File: config.mk
export PLATFORM = sky130hd
export DESIGN_NAME = clk_div_monitor_flat
export DESIGN_NICKNAME = d
export VERILOG_FILES = /design/src/rtl/clk_div_monitor_if.sv /design/src/rtl/clk_div_monitor.sv /design/src/flat_wrapper.sv
export SDC_FILE = /design/constraint.sdc
export NUM_CORES = 1
export LEC_CHECK = 0
export CAP_MARGIN = 20
export CORE_MARGIN = 2
export CORE_UTILIZATION = 47
export DETAILED_ROUTE_END_ITERATION = 8
export PLACE_DENSITY = 0.72
export SYNTH_ARGS = -nofsm -noshare
export SYNTH_HDL_FRONTEND = slang
export SYNTH_SLANG_ARGS = --single-unit
File: constraint.sdc
create_clock -name clk_in -period 3.3 [get_ports clk_in]
set_input_delay 0.33 -clock clk_in [delete_from_list [all_inputs] [get_ports clk_in]]
set_output_delay 0.33 -clock clk_in [all_outputs]
set_load 0.01 [all_outputs]
File: src/rtl/clk_div_monitor_if.sv
// Bundle between a divided-clock source (master) and clk_div_monitor (slave):
// the clock under test plus the monitor's measurement and status results.
interface clk_div_monitor_if #(
    parameter int CNT_W = 8
);
    logic             clk_sig;
    logic             meas_valid;
    logic [CNT_W:0]   period_out;
    logic [CNT_W-1:0] high_out;
    logic             duty_ok;
    logic             locked;
    logic             stuck;

    modport master (
        output clk_sig,
        input  meas_valid, period_out, high_out, duty_ok, locked, stuck
    );

    modport slave (
        input  clk_sig,
        output meas_valid, period_out, high_out, duty_ok, locked, stuck
    );
endinterface

File: src/rtl/clk_div_monitor.sv
// Measures period/high time of a divided clock sampled in the clk_in domain and reports duty, lock and stuck.
// Define CLK_DIV_MON_SYNC_EN to add a 2-flop synchronizer ahead of the sample register.
module clk_div_monitor #(
    parameter int CNT_W  = 8,
    parameter int LOCK_N = 4
) (
    input  logic             clk_in,
    input  logic             rst,
    clk_div_monitor_if.slave mon
);
    localparam logic [CNT_W-1:0] CNT_MAX  = '1;
    localparam int               MW       = $clog2(LOCK_N + 1);
    localparam logic [MW-1:0]    LOCK_CNT = MW'(LOCK_N);

    typedef enum logic {IDLE, MEAS} state_t;

    state_t           state_q, state_d;
    logic             sample_q, sample_dly_q;
    logic [CNT_W-1:0] cnt_hi_q, cnt_hi_d, cnt_lo_q, cnt_lo_d;
    logic [CNT_W:0]   period_q, period_d;
    logic [CNT_W-1:0] high_q, high_d;
    logic             duty_q, duty_d;
    logic             meas_valid_q, meas_valid_d;
    logic             locked_q, locked_d;
    logic             stuck_q, stuck_d;
    logic [MW-1:0]    match_q, match_d;
    logic             sig_in;
    logic             rise;
    logic             at_limit;
    logic [CNT_W:0]   meas_period;

`ifdef CLK_DIV_MON_SYNC_EN
    logic sync1_q, sync2_q;

    always_ff @(posedge clk_in or negedge rst) begin
        if (!rst) begin
            sync1_q <= 1'b0;
            sync2_q <= 1'b0;
        end else begin
            sync1_q <= mon.clk_sig;
            sync2_q <= sync1_q;
        end
    end

    assign sig_in = sync2_q;
`else
    assign sig_in = mon.clk_sig;
`endif

    always_ff @(posedge clk_in or negedge rst) begin
        if (!rst) begin
            sample_q     <= 1'b0;
            sample_dly_q <= 1'b0;
        end else begin
            sample_q     <= sig_in;
            sample_dly_q <= sample_q;
        end
    end

    assign rise        = sample_q & ~sample_dly_q;
    assign meas_period = {1'b0, cnt_hi_q} + {1'b0, cnt_lo_q};
    // Only the counter of the phase currently being extended can run out of range.
    assign at_limit    = sample_q ? (cnt_hi_q == CNT_MAX) : (cnt_lo_q == CNT_MAX);

    always_comb begin
        state_d      = state_q;
        cnt_hi_d     = cnt_hi_q;
        cnt_lo_d     = cnt_lo_q;
        period_d     = period_q;
        high_d       = high_q;
        duty_d       = duty_q;
        meas_valid_d = 1'b0;
        locked_d     = locked_q;
        stuck_d      = stuck_q;
        match_d      = match_q;

        case (state_q)
            IDLE: begin
                if (rise) begin
                    state_d  = MEAS;
                    cnt_hi_d = CNT_W'(1);
                    cnt_lo_d = '0;
                    stuck_d  = 1'b0;
                end
            end
            MEAS: begin
                if (rise) begin
                    period_d     = meas_period;
                    high_d       = cnt_hi_q;
                    duty_d       = ({cnt_hi_q, 1'b0} == meas_period);
                    meas_valid_d = 1'b1;
                    cnt_hi_d     = CNT_W'(1);
                    cnt_lo_d     = '0;
                    stuck_d      = 1'b0;
                    // match_q == 0 marks the first measurement since reset or timeout.
                    if (match_q == '0) begin
                        match_d = MW'(1);
                    end else if ((meas_period == period_q) && (cnt_hi_q == high_q)) begin
                        match_d = (match_q == LOCK_CNT) ? LOCK_CNT : match_q + MW'(1);
                    end else begin
                        match_d = MW'(1);
                    end
                    locked_d = (match_d == LOCK_CNT);
                end else if (at_limit) begin
                    state_d  = IDLE;
                    stuck_d  = 1'b1;
                    locked_d = 1'b0;
                    match_d  = '0;
                end else if (sample_q) begin
                    cnt_hi_d = cnt_hi_q + CNT_W'(1);
                end else begin
                    cnt_lo_d = cnt_lo_q + CNT_W'(1);
                end
            end
            default: state_d = IDLE;
        endcase
    end

    always_ff @(posedge clk_in or negedge rst) begin
        if (!rst) begin
            state_q      <= IDLE;
            cnt_hi_q     <= '0;
            cnt_lo_q     <= '0;
            period_q     <= '0;
            high_q       <= '0;
            duty_q       <= 1'b0;
            meas_valid_q <= 1'b0;
            locked_q     <= 1'b0;
            stuck_q      <= 1'b0;
            match_q      <= '0;
        end else begin
            state_q      <= state_d;
            cnt_hi_q     <= cnt_hi_d;
            cnt_lo_q     <= cnt_lo_d;
            period_q     <= period_d;
            high_q       <= high_d;
            duty_q       <= duty_d;
            meas_valid_q <= meas_valid_d;
            locked_q     <= locked_d;
            stuck_q      <= stuck_d;
            match_q      <= match_d;
        end
    end

    assign mon.meas_valid = meas_valid_q;
    assign mon.period_out = period_q;
    assign mon.high_out   = high_q;
    assign mon.duty_ok    = duty_q;
    assign mon.locked     = locked_q;
    assign mon.stuck      = stuck_q;
endmodule

File: src/flat_wrapper.sv
// flat-port wrapper written by rule: the top's interface ports become plain ports
module clk_div_monitor_flat 
#(
    parameter int CNT_W  = 8,
    parameter int LOCK_N = 4
)
  (clk_in, rst, mon_clk_sig, mon_meas_valid, mon_period_out, mon_high_out, mon_duty_ok, mon_locked, mon_stuck);
  clk_div_monitor_if #(.CNT_W(CNT_W)) mon_i ();
  input  logic clk_in;
  input  logic rst;
  input wire logic [$bits(mon_i.clk_sig)-1:0] mon_clk_sig;
  output wire logic [$bits(mon_i.meas_valid)-1:0] mon_meas_valid;
  output wire logic [$bits(mon_i.period_out)-1:0] mon_period_out;
  output wire logic [$bits(mon_i.high_out)-1:0] mon_high_out;
  output wire logic [$bits(mon_i.duty_ok)-1:0] mon_duty_ok;
  output wire logic [$bits(mon_i.locked)-1:0] mon_locked;
  output wire logic [$bits(mon_i.stuck)-1:0] mon_stuck;
  assign mon_i.clk_sig = mon_clk_sig;
  assign mon_meas_valid = mon_i.meas_valid;
  assign mon_period_out = mon_i.period_out;
  assign mon_high_out = mon_i.high_out;
  assign mon_duty_ok = mon_i.duty_ok;
  assign mon_locked = mon_i.locked;
  assign mon_stuck = mon_i.stuck;
  clk_div_monitor #(.CNT_W(CNT_W), .LOCK_N(LOCK_N)) u_core (.clk_in(clk_in), .rst(rst), .mon(mon_i));
endmodule
; After elaboration in Yosys (flattened, before gate mapping)
; Cells that the tools add are included.
[word_totals]
ff_bits = 43
in_bits = 3
out_inout_bits = 21
elab_cells = 68
[classes]
n_addsub = 4
eq_ne = 12
n_mux = 29
bitwise_logic = 3
reduce_logical = 8
[ops]
columns = cell, n
row1 = $mux W8, 8
row2 = $pmux W8 S2, 2
row3 = $mux W3, 7
row4 = $eq A9 B9 Y1, 2
row5 = $add A8 B1 Y8 const B, 2
row6 = $eq A8 B8 Y1 const B, 2
row7 = $ne A3 B3 Y1 const B, 4
row8 = $mux W1, 10
row9 = $add A8 B8 Y9, 1
row10 = $eq A8 B8 Y1, 1
row11 = $eq A3 B3 Y1 const B, 2
row12 = $reduce_and A2 Y1, 3
row13 = $reduce_and A3 Y1, 2
row14 = $pmux W1 S2, 2
row15 = $add A3 B1 Y3 const B, 1
row16 = $logic_not A3 Y1, 1
row17 = $ne A2 B1 Y1 const B, 1
row18 = $not A1 Y1, 2
row19 = $reduce_bool A2 Y1, 1
row20 = $and A1 B1 Y1, 1
row21 = $logic_and A1 B1 Y1, 1

; Longest topological paths before layout
; Gate-level depths: netlist of the first run.
[depth]
depth_word = 9
depth_mapped = 9

; Least setup slack after synthesis of the first run
; No wires, ideal clock.
[synth_timing]
kind = reg2reg
startpoint = reg u_core.cnt_hi_q[0]
endpoint = reg u_core.match_q[0]
setup_time_ps = 131
arrival_ps = 2644
t_required_ps = 3169
path_slack_ps = 525
path_stages_with_launch = 10
synth_period_minus_slack_ps = 2775
cell_sequence = dfrtp_1 > ha_1 > fa_1 > a21o_4 > a21oi_4 > xor2_2 > o211ai_1 > or4_4 > nor4b_2 > o21ai_1
[synth_via]
elab_chain_cells = 8
word_cells_on_any_way = 13
[synth_rtl]
columns = item, line
row1 = "start, declared", clk_div_monitor.sv:19  ; logic [CNT_W-1:0] cnt_hi_q, cnt_hi_d, cnt_lo_q, cnt_lo_d;
row2 = "start signal, assigned", clk_div_monitor.sv:133  ; cnt_hi_q <= cnt_hi_d;
row3 = $add A8 B8 Y9, clk_div_monitor.sv:61  ; assign meas_period = {1'b0, cnt_hi_q} + {1'b0, cnt_lo_q};
row4 = $eq A9 B9 Y1, clk_div_monitor.sv:98  ; end else if ((meas_period == period_q) && (cnt_hi_q == high_q)) begin
row5 = $logic_and A1 B1 Y1, clk_div_monitor.sv:98
row6 = $mux W3, clk_div_monitor.sv:98
row7 = $mux W3, clk_div_monitor.sv:96  ; if (match_q == '0) begin
row8 = $mux W3, clk_div_monitor.sv:87  ; if (rise) begin
row9 = $mux W3, clk_div_monitor.sv:77  ; case (state_q)
row10 = $mux W3, clk_div_monitor.sv:87
row11 = "end signal, assigned", clk_div_monitor.sv:141  ; match_q <= match_d;
row12 = "end, declared", clk_div_monitor.sv:26  ; logic [MW-1:0] match_q, match_d;
; Parallel ways exist; a longest one is shown, timed or not. The select of a mux whose other input is x is not followed.
; A chain may end at the register's enable or synchronous reset.

; Worst setup path after layout of the first run
; Ends and elaborated chain as after synthesis.

==> reports/summary.txt, run 1 <==
worst-path fanout max: 8
share of layout cells above drive strength 1: 12.30%
placed cell areas: 3153 sq um
initial core utilization: 48.34%
Num CTS Buffers: 5
Register Area: 1076 sq um
register area share after synthesis: 37.82%
WHS: 440.5 ps
#FFs+latches synth: 43
Buffers on Ports: 23
RSZ-0062 raised after global routing: no
Post-layout nets: 334
Clock Sinks: 43
via/cell ratio: 5.898
MaxCap Viol Count: 0
Avg WL per Cell: 16.47 um
ant diodes: 0
min Tclk post-route: 3008 ps
Final setup viols: 0
Post-synth EDFFs: 0
Setup Crit Path Kind: flip-flop to flip-flop
clock slew at reported path FFs: 80 ps
final wirelength: 6.456 mm
fmax: 0.3325 GHz
Die Area: 6692 sq um
CP peak stage delay: 560 ps
CP bufs+invs: 0
Layout area overhead: 14.42%
Async SR Flop Fraction: 100.0%
Final Non-Filler Cells: 392
largest net degree at the start of global routing: 44
# fillers: 546
final instance area: 3256 sq um
initial DRC count: 209
Chip Width: 81.81 um
Top delay family on crit path: simple AND/OR/NAND/NOR gates
Leak Pwr: 1.485 nW
Mean Syn Cell Area: 9.711 sq um
area of the multi-input gates: 1664 sq um
Final Skew: 5.052 ps
library cells used by synthesis: 60
R2R Setup Slk: 290 ps
Mapped Area: 2845 sq um
CP Cell Sequence: ha_1, fa_1, a21o_4, a21oi_4, xor2_2, o211ai_1, or4_4, nor4b_2, o21ai_1
Syn Inst Count: 293
Worst-Margin Slew: 596.8 ps
final count of pins violating max slew: 0
Synth Net Count: 309
DRC Markers: 0
critical path arrival: 3190 ps
# placed instances: 384
Post-DRT Antenna Nets: 0
Post-CTS Setup Repair Bufs: 0
global-route wire length before repair: 10.59 mm
grt ovf: 0
core area: 5886 sq um
CTS tree: yes
CP Capture Type: flip-flop
peak supply drop: 0.4282 mV
Power Density: 573.5 nW/um^2
Hold Path Class: input pin to async pin
vias in the first global route: 2,120
run status: finished clean
htree depth: 2
worst slew margin relative to its limit: 59.79%
Overall Power: 0.001867 W
final hold vios: 0
dpl hpwl: 4.680 mm
Worst Setup Start Kind: flip-flop
Die H: 81.81 um
Rows: 28
Clock Tree Root: clkbuf_8
setup TNS: 0 ps
clk buf depth: 2
slowest CP cell: or4_4
Final period util: 91.14%
DR pass1 iterations: 4
CP Data Required Time: 3480 ps
# IOs: 24
clk_lat worst skew: 300 ps
GP Congestion: 0.9638
most common flop cell mapped by yosys: dfrtp_1
initial antenna violation count: 0
All-Layer GR Usage: 20.97%
synth warn: 0
DR vias: 2,312
==> cells in the final DEF, fill, tap and decap left out, types with 3 or more instances in the layout <==
cell             count
and3_1               7
inv_1                9
mux2i_1              3
xor2_1              24
nand4_1              9
a31oi_1              3
dfrtp_1             43
nand2b_1             3
and4_1               3
nand2_1             27
ha_1                12
o211ai_1             3
a21o_1               3
xnor2_1             13
nor2_1              22
clkdlybuf4s50_1     22
a21oi_1             16
o21a_1               4
nand3_1              4
buf_4                8
nor3_1               3
mux2_2              12
nor4_1               3
o21ai_0             11
nand4b_1             3
clkbuf_8             5
==> per-layer routing <==
metal	share of wire, %	vias to the layer above	GRT usage [%]
met1	45	1132	28.07
met2	50	64	34.63
met4	1.3	0	6.000
li1	-	1109	-
met5	0	-	0
met3	3.9	7	3.956
==> sequential cells by signal, summed over array words and instances, names as in the netlist, 3 cells and up <==
name,count
u_core.match_q,3
u_core.mon.high_out,8
u_core.cnt_hi_q,8
u_core.cnt_lo_q,8
u_core.mon.period_out,9
==> worst paths after layout <==
| kind | start | end | depth (start not counted) |
|---|---|---|---|
| worst max-delay path | u_core.cnt_hi_q[0]$_DFFE_PN0P_ | u_core.match_q[0]$_DFFE_PN0P_ | 9 |
| worst min-delay path | rst | u_core.match_q[2]$_DFFE_PN0P_ | 2 |
| worst max register to register | u_core.cnt_hi_q[0]$_DFFE_PN0P_ | u_core.match_q[0]$_DFFE_PN0P_ | 9 |
| worst min register to register | u_core.sample_q$_DFF_PN0_ | u_core.sample_dly_q$_DFF_PN0_ | 0 |
| max in group asynchronous | rst | u_core.cnt_hi_q[2]$_DFFE_PN0P_ | 3 |
| min in group clk_in | mon_clk_sig | u_core.sample_q$_DFF_PN0_ | 1 |
==> worst register-to-register path, cell delays in order (launching register included) <==
cell,delay (ps)
dfrtp_1,490
ha_1,270
fa_1,440
a21o_4,260
a21oi_4,190
xor2_2,210
o211ai_1,120
or4_4,560
nor4b_2,280
o21ai_1,80
==> synthesized netlist by cell type, drive strengths merged, types with 4 or more instances <==
cell type | n | share of area (%)
o21a | 4 | 1.1
xor2 | 25 | 8.0
nand4 | 9 | 2.0
nand3 | 4 | 0.70
nor2 | 22 | 2.9
inv | 9 | 1.2
clkbuf | 10 | 1.3
a21oi | 17 | 3.4
xnor2 | 13 | 4.0
nor4 | 5 | 1.8
o21ai | 12 | 2.1
buf | 5 | 1.2
mux2 | 12 | 4.7
nand2 | 27 | 3.6
nand4b | 4 | 1.5
and3 | 7 | 1.5
ha | 12 | 5.3
dfrtp | 43 | 38
a21o | 5 | 1.6
==> power breakdown <==
part	internal, W	switching (W)
Sequential	0.000607	0.0000963
Clock	0.000141	0.000172
Combinational	0.000398	0.000452
Total	0.00115	0.000721
==> stage by stage <==
stage	util [%]	worst slack [ps]
2_1_floorplan	-	525.0
3_5_place_dp	53.57	310.2
5_1_grt	55.31	131.0
4_1_cts	54.80	280.9
6_report	55.31	292.3
3_3_place_gp	53.57	420.7
==> layout make-up <==
| cell class | instances | area share (%) |
|---|---|---|
| multi-input cells | 226 | 51.11 |
| flip-flops and latches | 43 | 33.05 |
| repair buffers | 33 | 9.685 |
| well taps | 75 | 2.882 |
| clock buffers | 6 | 2.229 |
| inverters | 9 | 1.038 |
==> timing repair <==
| action | 4_1_cts | 5_1_grt |
|---|---|---|
| setup endpoints to repair | 0 | 0 |
| resized for setup | 0 | 0 |
| hold buffers | 0 | 1 |
| endpoints found under the hold margin | 0 | 10 |
==> kinds of logic (layout without fill, tap and decap cells) <==
kind of cell	Yosys count	in the layout	share of synthesized area (%)
AOI/OAI and AO/OA	62	62	15.35
DFF	43	43	37.82
and+or+nand+nor	98	98	19.39
adders and majority gates	13	13	5.981
muxes	15	15	5.805
buffers and inverters	24	48	3.694
xor gates and xnor gates	38	38	11.96
Power figures use the tool's default switching activity.
==> run 2, diff against run 1 <==
- CTS_CLUSTER_DIAMETER: not set -> 80
- CTS_CLUSTER_SIZE: not set -> 12
- TNS_END_PERCENT: not set -> 100
==> results of run 2 <==
No change in the layout: final DEF, timing and power equal those of run 1.
